$ cat src/rtl/bin2bcd_seq.sv
// Sequential double-dabble binary-to-BCD converter with start/busy/done handshake.
// Define BIN2BCD_OVF_EN to build the overflow accumulator; otherwise ovf is tied low.
module bin2bcd_seq #(
  parameter int unsigned WIDTH  = 6,
  parameter int unsigned DIGITS = 2
) (
  input  logic                  clk,
  input  logic                  rst,
  input  logic                  start,
  input  logic [WIDTH-1:0]      bin_in,
  output logic                  busy,
  output logic                  done,
  output logic [4*DIGITS-1:0]   bcd_out,
  output logic                  ovf
);

  localparam int unsigned BW = 4 * DIGITS;
  localparam int unsigned CW = $clog2(WIDTH + 1);

  typedef enum logic [0:0] {
    IDLE  = 1'b0,
    SHIFT = 1'b1
  } state_t;

  state_t            state_q, state_d;
  logic [BW-1:0]     work_q, work_d;
  logic [WIDTH-1:0]  oper_q, oper_d;
  logic [CW-1:0]     cnt_q, cnt_d;
  logic [BW-1:0]     bcd_q, bcd_d;
  logic              busy_q, busy_d;
  logic              done_q, done_d;
  logic [BW-1:0]     adj_c;
  logic [BW-1:0]     work_shift_c;

`ifdef BIN2BCD_OVF_EN
  logic acc_q, acc_d;
  logic ovf_q, ovf_d;
  logic out_bit_c;
`endif

  // Add-3 correction on every digit, all evaluated from pre-shift values
  always_comb begin
    adj_c = work_q;
    for (int d = 0; d < int'(DIGITS); d++) begin
      if (work_q[4*d +: 4] >= 4'd5) begin
        adj_c[4*d +: 4] = work_q[4*d +: 4] + 4'd3;
      end
    end
  end

  assign work_shift_c = {adj_c[BW-2:0], oper_q[WIDTH-1]};
`ifdef BIN2BCD_OVF_EN
  assign out_bit_c = adj_c[BW-1];
`endif

  always_ff @(posedge clk) begin
    if (rst) begin
      state_q <= IDLE;
      work_q  <= '0;
      oper_q  <= '0;
      cnt_q   <= '0;
      bcd_q   <= '0;
      busy_q  <= 1'b0;
      done_q  <= 1'b0;
`ifdef BIN2BCD_OVF_EN
      acc_q   <= 1'b0;
      ovf_q   <= 1'b0;
`endif
    end else begin
      state_q <= state_d;
      work_q  <= work_d;
      oper_q  <= oper_d;
      cnt_q   <= cnt_d;
      bcd_q   <= bcd_d;
      busy_q  <= busy_d;
      done_q  <= done_d;
`ifdef BIN2BCD_OVF_EN
      acc_q   <= acc_d;
      ovf_q   <= ovf_d;
`endif
    end
  end

  // Next-state and registered-output logic
  always_comb begin
    state_d = state_q;
    work_d  = work_q;
    oper_d  = oper_q;
    cnt_d   = cnt_q;
    bcd_d   = bcd_q;
    busy_d  = 1'b0;
    done_d  = 1'b0;
`ifdef BIN2BCD_OVF_EN
    acc_d   = acc_q;
    ovf_d   = ovf_q;
`endif
    case (state_q)
      IDLE: begin
        if (start) begin
          oper_d  = bin_in;
          work_d  = '0;
          cnt_d   = CW'(WIDTH);
          busy_d  = 1'b1;
          state_d = SHIFT;
`ifdef BIN2BCD_OVF_EN
          acc_d   = 1'b0;
`endif
        end
      end
      SHIFT: begin
        work_d = work_shift_c;
        oper_d = oper_q << 1;
        cnt_d  = cnt_q - CW'(1);
`ifdef BIN2BCD_OVF_EN
        acc_d  = acc_q | out_bit_c;
`endif
        if (cnt_q == CW'(1)) begin
          bcd_d   = work_shift_c;
          done_d  = 1'b1;
          state_d = IDLE;
`ifdef BIN2BCD_OVF_EN
          ovf_d   = acc_q | out_bit_c;
`endif
        end else begin
          busy_d = 1'b1;
        end
      end
      default: begin
        state_d = IDLE;
      end
    endcase
  end

  assign busy    = busy_q;
  assign done    = done_q;
  assign bcd_out = bcd_q;
`ifdef BIN2BCD_OVF_EN
  assign ovf     = ovf_q;
`else
  assign ovf     = 1'b0;
`endif

endmodule

$ cat config.mk
export PLATFORM = sky130hd
export DESIGN_NAME = bin2bcd_seq
export DESIGN_NICKNAME = d
export VERILOG_FILES = /design/src/rtl/bin2bcd_seq.sv
export SDC_FILE = /design/constraint.sdc
export NUM_CORES = 1
export LEC_CHECK = 0
export BUFFER_PORTS_ARGS = -buffer_cell sky130_fd_sc_hd__buf_2
export CAP_MARGIN = 20
export CORE_ASPECT_RATIO = 1.1
export CORE_MARGIN = 4
export CORE_UTILIZATION = 54
export CTS_CLUSTER_DIAMETER = 60
export CTS_CLUSTER_SIZE = 28
export DETAILED_ROUTE_END_ITERATION = 10
export PLACE_DENSITY = 0.77
export SLEW_MARGIN = 20
export SYNTH_ARGS = -nofsm -noshare
export SYNTH_HDL_FRONTEND = slang
export SYNTH_SLANG_ARGS = --single-unit
$ cat constraint.sdc
create_clock -name clk -period 2.07 [get_ports clk]
set_input_delay 0.1035 -clock clk [delete_from_list [all_inputs] [get_ports clk]]
set_output_delay 0.1035 -clock clk [all_outputs]
set_load 0.01 [all_outputs]
==> results of run 1 <==
-- power breakdown --
part / internal (mW) / total (mW) / switching (mW)
Clock: 0.0739 / 0.231 / 0.157
Sequential: 0.535 / 0.550 / 0.0148
Combinational: 0.0347 / 0.0879 / 0.0532
Total: 0.644 / 0.869 / 0.225
-- worst max-delay path, stage by stage, from the launching register on --
cell	delay (ns)
dfxtp_1	0.36
inv_1	0.11
ha_1	0.24
nand2b_1	0.09
a21oi_2	0.23
mux2_1	0.36
o21ai_1	0.12
-- registers in the layout, summed over array words and instances, names as in the netlist --
register	cells
cnt_q	3
done	1
oper_q	6
busy	1
work_q	8
bcd_out	8
-- layout by cell type, fill, tap and decap left out --
cell type,Yosys,routed
a211oi_1,1,1
a21oi_1,12,12
a21oi_2,2,2
a22o_1,3,3
a311oi_1,1,1
a31oi_2,1,1
a32o_1,2,2
buf_2,4,18
buf_4,2,1
clkbuf_4,0,3
clkinvlp_4,0,1
conb_1,1,1
dfxtp_1,27,27
ha_1,6,6
inv_1,9,9
inv_2,1,1
mux2_1,1,1
mux2i_1,9,9
nand2_1,5,5
nand2b_1,2,2
nand2b_2,1,1
nand3_1,3,3
nand3_2,1,1
nor2_1,15,15
nor2_4,1,1
nor2b_1,1,1
nor3_1,7,7
nor3b_1,3,3
o21ai_0,7,7
o21ai_1,3,3
o41ai_1,1,1
or4b_1,1,1
xnor2_1,2,2
-- cells by family (layout without fill, tap and decap cells) --
| group | after synthesis | count (layout) | synth area share (%) |
|---|---|---|---|
| and+or+nand+nor | 40 | 40 | 16.8 |
| AOI/OAI and AO/OA | 33 | 33 | 17.2 |
| DFF | 27 | 27 | 43.9 |
| buffers and inverters | 17 | 33 | 6.19 |
| muxes | 10 | 10 | 8.22 |
| adders and majority gates | 6 | 6 | 6.09 |
| xor gates and xnor gates | 2 | 2 | 1.42 |
| other | 1 | 1 | 0.304 |
-- path summary, 6_finish.rpt --
| path | cells past startpoint | startpoint | end |
|---|---|---|---|
| setup / recovery | 6 | work_q[4] | bcd_out[6] |
| hold / removal | 3 | bin_in[0] | oper_q[0] |
| setup reg to reg | 6 | work_q[4] | bcd_out[6] |
| hold reg to reg | 2 | bcd_out[5] | bcd_out[5] |
-- cell type report --
cell class	count	area share, %
Clock inverter	1	0.554
Sequential cell	27	39.9
Clock buffer	3	1.66
Timing Repair Buffer	19	7.20
Inverter	10	2.77
Tap cell	28	2.58
Multi-Input combinational cell	92	45.4
-- layer usage --
layer | track usage, % | part of all wire, %
met1 | 19.8 | 45
met2 | 26.8 | 48
met3 | 3.08 | 4.1
met4 | 9.49 | 2.5
met5 | 0 | 0
==> summary.md, run 1 <==
| Metric | Value |
|---|---|
| Die Wd | 53.6 um |
| Skew-Pair Late Insertion Delay | 0.33 ns |
| Top cells by count, synth | 27 x dfxtp_1, 15 x nor2_1, 12 x a21oi_1 |
| Routed WL | 2.19 mm |
| Routability cong. | 0.851 |
| Vias per cell | 5.37 |
| Post-synth top area share | 43.9% |
| CTS tree | yes |
| Initial antenna violation count | 0 |
| Avg WL per Cell | between 10 and 15 um |
| # Post-CTS Setup Buffers | 0 |
| Main synth FF type | dfxtp_1 |
| Fin area | 1360 sq um |
| Post-CTS Resized | 0 |
| Drt drc | 0 |
| Clock Skew | 0.00953 ns |
| Register area share after synthesis | between 40% and 50% |
| Initial DRC count | 18 |
| Worst endpoint required time | 2.34 ns |
| Inserted Clock Buffers | 3 |
| Die height | 58.1 um |
| WP data arrival | 1.84 ns |
| Final ANT Viol Nets | 0 |
| Worst Slack Setup Final | 0.502 ns |
| Pwr dens | 640 nW/um^2 |
| Outcome | finished clean |
| Max-cap violations | 0 |
| Final setup violation count | 0 |
| RSZ-0062 raised after global routing | false |
| Synth Warn # | 0 |
| Hold Buf Count CTS | 0 |
| Pin count of the biggest net entering global routing | 21 |
| First-pass GRT wire length | 3.80 mm |
| CP Launch Type | flop |
| Post-layout util | 65.1% |
| Static Leak | 0.569 nW |
| First-pass iteration count of the detailed router | 4 |
| Setup TNS | 0 ns |
| Hold_ws | about 0.052 ns |
| Final Net Count | approximately 170 |
| FP Rows | 17 |
| CTS clk-pin slew, worst paths | around 0.15 ns |
| Hold crit path type | in -> reg |
| Setup slack at placement | 0.521 ns |
| Placed cell area | 1330 sq um |
| Count of cell types in the netlist | 32 |
| Htree depth | 1 |
| Ant diodes | 0 |
| I/O pins | 20 |
| Most common cell in the synthesized netlist | dfxtp_1 |
| Max Fclk | about 0.64 GHz |
| Fin. Hold Viols | 0 |
| Placed insts | 176 |
| Filler cell count in the final layout | 199 |
| CP Capture Type | flop |
| Hpwl dp | 1.64 mm |
| Total power | 869 uW |
| Synthesized area | 1230 sq um |
| GRT Util Overall | 16.5% |
| Synth Register Bits | 27 |
| Reg area | approximately 540 sq um |
| Crit Path Class | reg -> reg |
| DIE AREA | 3110 sq um |
| Post-synthesis cell count | 136 |
| Initial core utilization | between 50 and 60% |
| Syn Area/Cell | 9.06 sq um |
| Clock sinks | 27 |
| Detailed-route via count | 966 |
| FF-to-FF setup slack | 0.50 ns |
| I/O Buffers | 18 |
| Layout Cells excl Fill | 180 |
| Footprint of the multi-input gates | 616 sq um |
| Largest area contributor in the netlist | dfxtp_1 |
| Syn nets | 151 |
| Period utilization | 75.8% |
| CP Max Fanout | 5 |
| Core Box Area | 2080 sq um |
| Syn-to-layout area delta | 10.1% |
| Number of global-route vias before repair | slightly below 900 |
| Post-synth EDFFs | 0 |
| Synth area leaders | dfxtp_1 44%, mux2i_1 7.3%, ha_1 6.1% |
| Slew Limit Fails | 0 |
| Clk Tree Root Cell | clkbuf_4 |
| Peak supply drop | 0.000499 V |
| CTS Buffer Depth | 2 |
| Tmin final | ~1.6 ns |
| Grt total ovfl | 0 |
| Layout cell share with drive strength beyond 1 | 19.7% |
| Share of flip-flops with an asynchronous set or reset | 0% |
(Power assumes the default switching activity.)
==> inputs of run 2 (changes only) <==
--- a/config.mk
+++ b/config.mk
@@ -5,15 +5,16 @@
 export SDC_FILE = /design/constraint.sdc
 export NUM_CORES = 1
 export LEC_CHECK = 0
+export ABC_AREA = 1
 export BUFFER_PORTS_ARGS = -buffer_cell sky130_fd_sc_hd__buf_2
 export CAP_MARGIN = 20
 export CORE_ASPECT_RATIO = 1.1
 export CORE_MARGIN = 4
-export CORE_UTILIZATION = 54
+export CORE_UTILIZATION = 49
 export CTS_CLUSTER_DIAMETER = 60
 export CTS_CLUSTER_SIZE = 28
 export DETAILED_ROUTE_END_ITERATION = 10
-export PLACE_DENSITY = 0.77
+export PLACE_DENSITY = 0.73
 export SLEW_MARGIN = 20
 export SYNTH_ARGS = -nofsm -noshare
 export SYNTH_HDL_FRONTEND = slang
==> constraint.sdc (replaced) <==
create_clock -name clk -period 1.4 [get_ports clk]
set_input_delay 0.07 -clock clk [delete_from_list [all_inputs] [get_ports clk]]
set_output_delay 0.07 -clock clk [all_outputs]
set_load 0.01 [all_outputs]
==> run 2 against run 1 <==
Effect of this change:
- critical path type unchanged
- non-clock buffer count rose by 5
- final area increased by 7.8%
- setup slack worse by 0.41 ns
- clock power rose by 53%
- synthesized cell count grew 20%
- clock-buffer cell count did not move
- wire length rose by 19%
- clock skew shrank 0.0034 ns
- first-iteration DRC count up 78%
==> summary.md, run 2 <==
| Metric | Value |
|---|---|
| Syn-to-layout area delta | 12.7% |
| Initial antenna violation count | 0 |
| Max-cap violations | 0 |
| Setup crit start | work_q[1] |
| Die Wd | 57.1 um |
| Worst hold stages | 5 |
| Most frequent cells in the layout | 46 x nand2_1, 25 x dfxtp_1, 18 x inv_1, 18 x buf_2, 16 x nand3_1 |
| Share of flip-flops with an asynchronous set or reset | 0% |
| I/O pins | 20 |
| Commonest non-fill, non-tap cell in the layout | nand2_1 |
| Final Net Count | 202 |
| RSZ-0062 raised after global routing | false |
| Placed insts | 209 |
| Top Metal Used | met4 |
| Syn nets | roughly 180 |
| Final setup violation count | 0 |
| I/O Buffers | 18 |
| Register area share after synthesis | 41.7% |
| CTS Buffer Depth | 2 |
| Crit Path Class | reg -> reg |
| Setup TNS | 0 ns |
| Clk Tree Root Cell | clkbuf_4 |
| Synth Warn # | 0 |
| CP Capture Point | work_q[1] |
| First-pass GRT wire length | 4.41 mm |
| DIE AREA | roughly 3500 sq um |
| Ant diodes | 0 |
| Slew Limit Fails | 0 |
| Drt drc | 0 |
| Initial core utilization | 51.5% |
| CP Capture Type | flop |
| Skew-Pair Late Insertion Delay | 0.33 ns |
| Reg2Reg Launch Point | work_q[1] |
| GRT Util Overall | 16.0% |
| Met2 routed WL | 1.31 mm |
| Post-synthesis cell count | 163 |
| Die height | 62.0 um |
| Worst R2R End | work_q[1] |
| Hpwl dp | 1.87 mm |
| Fin. Hold Viols | 0 |
| Main synth FF type | dfxtp_1 |
| Synth area leaders | dfxtp_1 42%, nand2_1 13%, nand3_1 6.2% |
| Filler cell count in the final layout | 256 |
| Layout cell share with drive strength beyond 1 | 25.3% |
| Htree depth | 1 |
| Count of cell types in the netlist | 24 |
| Most common cell in the synthesized netlist | nand2_1 |
| Synth Register Bits | 27 |
| FP Rows | 19 |
| Initial DRC count | 32 |
| Largest area contributor in the netlist | dfxtp_1 |
| WP data arrival | approximately 1.6 ns |
| First-pass iteration count of the detailed router | 4 |
| Detailed-route via count | roughly 1100 |
| Vias per cell | roughly 5.2 |
| Layout Cells excl Fill | 217 |
| Setup slack at placement | 0.0774 ns |
| Pin count of the biggest net entering global routing | 18 |
| Hold crit path type | in -> reg |
| Period utilization | 93.3% |
| Routability cong. | 0.785 |
| Clock Skew | approximately 0.0062 ns |
| Met1 Wirelength | about 1.1 mm |
| Pwr dens | ~900 nW/um^2 |
| Routed WL | 2.60 mm |
| Met3 routed WL | about 140 um |
| Synthesized area | 1300 sq um |
| Total power | 1.31 mW |
| Core Box Area | 2520 sq um |
| Outcome | finished clean |
| R2R depth | 7 |
| Max Fclk | approximately 0.77 GHz |
| Tmin final | 1.31 ns |
| Post-synth EDFFs | 0 |
| Worst endpoint required time | 1.68 ns |
| Post-layout util | 58.0% |
| Syn Area/Cell | 7.96 sq um |
| Number of global-route vias before repair | approximately 1100 |
| CP Max Fanout | 4 |
| Avg WL per Cell | 12.0 um |
| Clock sinks | 27 |
| Inserted Clock Buffers | 3 |
| Top cells by count, synth | 46 x nand2_1, 27 x dfxtp_1, 18 x inv_1 |
| Grt total ovfl | 0 |
| CP Launch Type | flop |
| Final ANT Viol Nets | 0 |
| Static Leak | 0.712 nW |
| Worst Slack Setup Final | 0.0940 ns |
| CTS clk-pin slew, worst paths | 0.15 ns |
| Post-synth top area share | 41.7% |
| Peak supply drop | roughly 0.00063 V |
| FF-to-FF setup slack | 0.09 ns |
| CTS tree | yes |
run 2: cell types whose count changed in the layout (fill, tap and decap cells not counted), moves of 3 or more:
cell,delta
mux2i_1,-9
a21oi_1,-9
nand4_1,+4
nand3_1,+13
nand2_2,+8
nor3b_1,-3
inv_1,+9
dlygate4sd3_1,+4
o21ai_0,-3
nor3_1,-7
a22oi_1,+5
nor2_1,-12
a21oi_2,+5
nand2_1,+41
run 2: logic make-up after synthesis:
group,count (synthesis),synth area share (%)
AO/OA/AOI/OAI,23,12.7
adder cells (fa/ha/maj),6,5.79
buffers and inverters,25,9.74
flip-flops,27,41.7
other,1,0.289
AND/OR/NAND/NOR,81,29.8
run 2: worst min-delay path by stage:
stage,startpoint,endpoint,slack (ns)
2_1_floorplan,rst,cnt_q[1],0.15
5_1_grt,bin_in[5],oper_q[5],0.02
6_report,bin_in[1],oper_q[1],0.02
4_1_cts,bin_in[1],oper_q[1],0.008
3_3_place_gp,bin_in[0],oper_q[0],0.34
3_5_place_dp,bin_in[0],oper_q[0],0.34
run 2: per-stage QoR:
step	area, sq um	hold WS (ns)
global route	1460	0.0229
CTS	1460	0.00755
global placement	1390	0.339
finish	1460	0.0156
detailed placement	1390	0.343
floorplan	1300	0.149
run 2: routing by layer:
layer	vias to the layer above	global-route usage, %
li1	571	-
met1	510	17.4
met2	33	30.5
met3	4	2.48
met4	0	8.28
met5	-	0
run 2: what timing repair did:
item	CTS	global route
hold buffers	4	0
setup buffers	0	0
resized for setup	0	3
hold endpoints to repair	4	0
endpoints found under the setup margin	0	10
run 2: final cells by class:
class,count,area [sq um],share of cell area (%)
clock buffer,3,22.5,1.54
clock inverter,1,7.51,0.513
inverter,20,75.1,5.13
multi-input combinational,111,631,43.1
sequential,27,543,37.1
tap,31,38.8,2.65
timing repair buffer,24,145,9.92
run 2: worst max-delay path, stage by stage (launching register included):
cell and delay [ns]:
dfxtp_1 0.40, inv_1 0.10, ha_1 0.19, nand2_1 0.13, nand3_2 0.13, nand2_1 0.10, nand3_1 0.08, a21oi_2 0.13
run 2: where the power goes:
| part | total, mW | switching (mW) | leakage (nW) | internal (mW) |
|---|---|---|---|---|
| clock network | 0.353 | 0.243 | 0.0139 | 0.110 |
| registers | 0.808 | 0.0159 | 0.221 | 0.793 |
| logic | 0.149 | 0.0919 | 0.477 | 0.0573 |
